`src/rtl/motor_array_emulator.sv`:
```
// Multi-channel stepper-motor emulator: synchronised step pulses integrate into saturating
// signed positions with active-low end switches, latched travel-fail flags and a hysteretic heat model.
module motor_array_emulator #(
  parameter int g_Channels        = 2,
  parameter int g_CounterBits     = 4,
  parameter int g_SwitchThreshold = 4,
  parameter int g_SyncStages      = 2,
  parameter int g_HeatMax         = 64,
  parameter int g_CoolDiv         = 256
) (
  input  logic                                      Clk_ik,
  input  logic                                      Rst_ir,
  input  logic [g_Channels-1:0]                     StepOutP_ib,
  input  logic [g_Channels-1:0]                     StepENAB_ib,
  input  logic [g_Channels-1:0]                     StepBOOST_ib,
  input  logic [g_Channels-1:0]                     StepDIR_ib,
  input  logic                                      PresetPos_i,
  input  logic                                      ClearFail_i,
  output logic [g_Channels-1:0]                     OH_ob,
  output logic [g_Channels-1:0]                     StepPFail_ob,
  output logic [g_Channels-1:0][1:0]                Switches_ob,
  output logic [g_Channels-1:0][g_CounterBits+1:0]  Position_omb
);

  localparam int PW = g_CounterBits + 2;
  localparam int HW = $clog2(2 * g_HeatMax + 1);
  localparam int DW = (g_CoolDiv > 1) ? $clog2(g_CoolDiv) : 1;

  localparam logic [PW-1:0] POS_R  = PW'(2 ** g_CounterBits);
  localparam logic [PW-1:0] POS_RN = PW'(-(2 ** g_CounterBits));
  localparam logic [PW-1:0] POS_T  = PW'(2 ** g_CounterBits - g_SwitchThreshold);
  localparam logic [PW-1:0] POS_TN = PW'(-(2 ** g_CounterBits - g_SwitchThreshold));

  localparam logic [HW:0] HEAT_SAT = (HW+1)'(2 * g_HeatMax);
  localparam logic [HW:0] HEAT_HI  = (HW+1)'(g_HeatMax);
  localparam logic [HW:0] HEAT_LO  = (HW+1)'(g_HeatMax / 2);

  localparam logic [DW-1:0] COOL_RELOAD = DW'(g_CoolDiv - 1);

  logic [g_SyncStages-1:0][g_Channels-1:0] sync_step, sync_dir, sync_enab, sync_boost;
  logic [g_Channels-1:0]                   prev_step;
  logic [g_Channels-1:0]                   step_ev, dir, enab, boost;

  logic [DW-1:0]                           cool_cnt;
  logic                                    tick;

  logic [g_Channels-1:0][PW-1:0]           pos_nxt;
  logic [g_Channels-1:0][1:0]              sw_nxt;
  logic [g_Channels-1:0]                   fail_nxt, oh_nxt;
  logic [g_Channels-1:0][HW-1:0]           heat_q, heat_nxt;
  logic [HW:0]                             heat_sum;

  // All control pins leave the synchroniser from the same stage so DIR/ENAB/BOOST line up with the step.
  assign step_ev = sync_step[g_SyncStages-1] & ~prev_step;
  assign dir     = sync_dir[g_SyncStages-1];
  assign enab    = sync_enab[g_SyncStages-1];
  assign boost   = sync_boost[g_SyncStages-1];

  assign tick = (cool_cnt == '0);

  always_ff @(posedge Clk_ik or posedge Rst_ir) begin
    if (Rst_ir) begin
      sync_step  <= '0;
      sync_dir   <= '0;
      sync_enab  <= '0;
      sync_boost <= '0;
      prev_step  <= '0;
      cool_cnt   <= '0;
    end else begin
      sync_step  <= {sync_step[g_SyncStages-2:0], StepOutP_ib};
      sync_dir   <= {sync_dir[g_SyncStages-2:0], StepDIR_ib};
      sync_enab  <= {sync_enab[g_SyncStages-2:0], StepENAB_ib};
      sync_boost <= {sync_boost[g_SyncStages-2:0], StepBOOST_ib};
      prev_step  <= sync_step[g_SyncStages-1];
      cool_cnt   <= tick ? COOL_RELOAD : cool_cnt - 1'b1;
    end
  end

  always_comb begin
    pos_nxt  = Position_omb;
    sw_nxt   = '1;
    fail_nxt = '0;
    oh_nxt   = OH_ob;
    heat_nxt = heat_q;
    heat_sum = '0;
    for (int i = 0; i < g_Channels; i++) begin
      if (PresetPos_i) begin
        pos_nxt[i] = '0;
      end else if (!enab[i] && step_ev[i]) begin
        if (dir[i]) begin
          if (Position_omb[i] != POS_R) pos_nxt[i] = Position_omb[i] + 1'b1;
        end else begin
          if (Position_omb[i] != POS_RN) pos_nxt[i] = Position_omb[i] - 1'b1;
        end
      end

      sw_nxt[i][0] = !($signed(pos_nxt[i]) >= $signed(POS_T));
      sw_nxt[i][1] = !($signed(pos_nxt[i]) <= $signed(POS_TN));

      // Hitting an end stop wins over a coincident clear.
      fail_nxt[i] = (pos_nxt[i] == POS_R) || (pos_nxt[i] == POS_RN) ||
                    (StepPFail_ob[i] && !ClearFail_i);

      heat_sum = {1'b0, heat_q[i]};
      if (!PresetPos_i && !enab[i] && step_ev[i])
        heat_sum = heat_sum + {{(HW-1){1'b0}}, boost[i], ~boost[i]};
      if (tick && heat_sum != '0)
        heat_sum = heat_sum - 1'b1;
      if (heat_sum > HEAT_SAT)
        heat_sum = HEAT_SAT;
      heat_nxt[i] = heat_sum[HW-1:0];

      if (heat_sum >= HEAT_HI)
        oh_nxt[i] = 1'b1;
      else if (heat_sum <= HEAT_LO)
        oh_nxt[i] = 1'b0;
    end
  end

  always_ff @(posedge Clk_ik or posedge Rst_ir) begin
    if (Rst_ir) begin
      Position_omb <= '0;
      Switches_ob  <= '1;
      StepPFail_ob <= '0;
      OH_ob        <= '0;
      heat_q       <= '0;
    end else begin
      Position_omb <= pos_nxt;
      Switches_ob  <= sw_nxt;
      StepPFail_ob <= fail_nxt;
      OH_ob        <= oh_nxt;
      heat_q       <= heat_nxt;
    end
  end

endmodule

```
`config.mk`:
```
export PLATFORM = sky130hd
export DESIGN_NAME = motor_array_emulator
export DESIGN_NICKNAME = d
export VERILOG_FILES = /design/src/rtl/motor_array_emulator.sv
export SDC_FILE = /design/constraint.sdc
export NUM_CORES = 1
export LEC_CHECK = 0
export ABC_AREA = 1
export BUFFER_PORTS_ARGS = -buffer_cell sky130_fd_sc_hd__buf_4
export CAP_MARGIN = 10
export CORE_UTILIZATION = 30
export DETAILED_ROUTE_END_ITERATION = 10
export PLACE_DENSITY = 0.47
export SLEW_MARGIN = 20
export SYNTH_ARGS = -nofsm -noshare
export SYNTH_HDL_FRONTEND = slang
export SYNTH_SLANG_ARGS = --single-unit
```
`constraint.sdc`:
```
create_clock -name Clk_ik -period 4.4 [get_ports Clk_ik]
set_clock_uncertainty 0.05 [all_clocks]
set_input_delay 0.66 -clock Clk_ik [delete_from_list [all_inputs] [get_ports Clk_ik]]
set_output_delay 0.66 -clock Clk_ik [all_outputs]
set_load 0.05 [all_outputs]
```
==> reports/results.ini <==
[timing]
tightest_slew_ns = 0.844
setup_viol = 0
tns_ns = 0
hold_violations = 0
rsz0062_at_grt = no
maxSlewHeadroom_pct = 43.7
period_needed_ns = 2.91
clock.fmax_mhz = 343
worst_slack_ns = 1.49
final-max-slew-violation-count = 0
fin_crit_sh_pct = 66.2

[grt]
grt_pass1_vias = 3523
antenna_found_initial = 0
groute.usage.overall_pct = 14.3
grt_max_degree = 41
grt_overflow = 0
grt_first_pass_wirelength_mm = 16.2

[logic_synthesis]
synth_top_area_share_pct = 34.3
post_synth_inst_count = 566
synth_nets = 596
synth_warnings = 0
synth_xor_area_share_pct = 5.17
ys_seq_elements = 62
synth_area_um2 = 4230
syn_area_per_cell_um2 = 7.48
yosysTopAreaCell = dfrtp_1
yosys.area_share.adder_pct = 5.68
ys_seq_area_share_pct = 36.8
synth-simple-area-share_pct = 35.2
ys_top_cells_by_area = dfrtp_1 34%, nand2_1 13%, inv_1 7.3%, nand3_1 5.9%, ha_1 4.7%
synth_compound_area_share_pct = 7.24
synth_top_family_by_area = simple AND/OR/NAND/NOR gates
synthArstFlopShare_pct = 100
synth_mux_area_share_pct = 0
ys_types = 40
synth_edf_count = 0
synth_flop_cell = dfrtp_1

[drt]
ant_nets = 0
drt_first_pass_iters = 4
wl_mm = 9.44
via_count = 3595
vias_per_cell = 4.57
initialDrtViolationCount = 145
remaining_drc_errors = 0
wl_per_cell_um = 12.0

[floorplan]
die_area_um2 = 14600
io_pins = 32
die_h_um = 121
num_rows = 43
die_w_um = 121
core-area_um2 = 13800
start_util_pct = 30.6

[setup_path]
path_delay_family = simple AND/OR/NAND/NOR gates
crit_path_frequent_cell = nand2_1
crit_fanout = 10
path_buf_inv = 2
path_cells = inv_1 > ha_1 > fa_1 > nand2_1 > xor2_1 > nand2_1 > o21ai_1 > nor2_4 > nand3_2 > nand2_4 > inv_4 > o21ai_1 > nand2_1 > nand2_1 > nor2_2 > nand2_4 > a21oi_2
crit_type = register to register
crit_path_max_incr_delay_ns = 0.46
crit_slowest_cell = fa_1
r2r_setup_slack_ns = 1.49
end_kind = register
critical_path_arrival_ns = 3.11
start_kind = register
crit_required_ns = 4.60

[power]
intPower_mw = 1.31
peakVddDrop_uv = 224
combPwrFrac_pct = 33.4
p_sw_share_pct = 37.5
seq_power_share_pct = 33.7
power_mw = 2.10
netSwitchingPower_mw = 0.786
pwr_density_cell_nw_per_um2 = 424
pwr-share-clk_pct = 32.9
p_leak_nw = 2.54

[cts]
clock_sinks = 62
cts_tree = yes
cts_resized = 0
path_clk_slew_ns = 0.06
cts-hold-fix-buffers = 0
clkLatencyLatePin_ns = 0.33
ctsLongestPathBuffers = 2
clockRootBuffer = clkbuf_16
cts_htree_levels = 3
post_cts_buffers = 0
cts_buffers = 9

[final_layout]
design_area_um2 = 4950
fin_nets = 632
seq_area_um2 = 1560
num-fill-cells = 1408
utilization_pct = 35.8
area_growth_pct = 16.9
diodes = 0
multi_input_area_um2 = 2250
drive_gt1_share_pct = 20.1

[place]
gp_congestion = 0.850
dp_hpwl_mm = 7.23
dp_slack_ns = 1.32
io_buffers = 31
place_area_um2 = 4660

[run]
cap_violations = 0

[min_path]
hold_class = register to register

[status]
status = completed

path summary, 6_finish.rpt:
path,cells after the start,endpoint,start
max in group asynchronous,3,heat_q[0],Rst_ir
worst max register to register,17,heat_q[0],boost[0]
worst min register to register,0,boost[1],sync_boost[1]
worst min-delay path,0,boost[1],sync_boost[1]
min in group asynchronous,2,dir[1],Rst_ir
worst max-delay path,17,heat_q[0],boost[0]
registers in the layout, summed over array words and instances, names as in the netlist:
register,cells
Switches_ob,4
sync_enab,2
sync_boost,2
enab,2
boost,2
StepPFail_ob,2
cool_cnt,8
OH_ob,2
sync_dir,2
prev_step,2
heat_q,16
dir,2
Position_omb,12
sync_step,4
kinds of logic (layout without fill, tap and decap cells):
family,count (synthesis),in the layout
compound gates,49,49
xor+xnor,25,25
fa+ha+maj,18,18
buf+inv,107,148
flops,62,62
simple gates,305,305
routing by layer:
layer	vias up	routed length, um	track usage [%]
met5	-	0	0
met4	0	85	4.40
met3	8	304	3.54
met2	55	4590	24.2
met1	1688	4460	17.8
li1	1844	-	-
layout by cell type (no fill, tap or decap), types with 9 or more instances in the layout:
cell type	Yosys	final
nand4_1	11	11
inv_2	15	16
nand3_1	50	50
nor2_1	38	38
nand2_2	18	18
xor2_1	17	17
o21ai_0	16	16
buf_4	0	32
ha_1	16	16
dfrtp_1	58	58
nand2_1	151	151
clkbuf_16	0	9
inv_1	82	81
power groups by stage:
stage / Combinational [mW] / Sequential [mW] / Clock, mW
after floorplan: 0.530 / 0.736 / 0
after global placement: 0.702 / 0.717 / 0
after detailed placement: 0.703 / 0.717 / 0
after CTS: 0.710 / 0.707 / 0.712
after global routing: 0.795 / 0.720 / 0.741
final: 0.701 / 0.707 / 0.691
through the flow:
| step | hold WS (ns) | std cells |
|---|---|---|
| floorplan | 0.281 | 566 |
| global placement | 0.284 | 771 |
| detailed placement | 0.285 | 771 |
| CTS | 0.305 | 787 |
| global route | 0.311 | 787 |
| finish | 0.301 | 787 |
cells in the mapped netlist (3+ instances only):
master / count
nand2_2: 18
dfstp_2: 4
dfrtp_1: 58
nand3b_1: 3
ha_1: 16
o21ai_0: 16
a21oi_1: 8
clkbuf_1: 5
nor2_2: 6
nand3_2: 5
nor2_4: 4
a21oi_2: 7
xor2_1: 17
o21ai_1: 6
xnor2_1: 8
nor3_4: 3
nor2_1: 38
nand2_1: 151
o221ai_1: 3
nand4_1: 11
nand2_4: 6
nor3_1: 5
inv_2: 15
nand3_1: 50
inv_1: 82
area by class of cell:
class                   instances  share of cell area [%]
repair buffers                 32                    4.85
well taps                     180                    4.55
clock inverters                 5                    1.21
flip-flops and latches         62                    31.5
inverters                     100                    7.69
clock buffers                  11                    4.70
multi-input cells             397                    45.5
No activity file was read; power rests on OpenSTA's default activity.
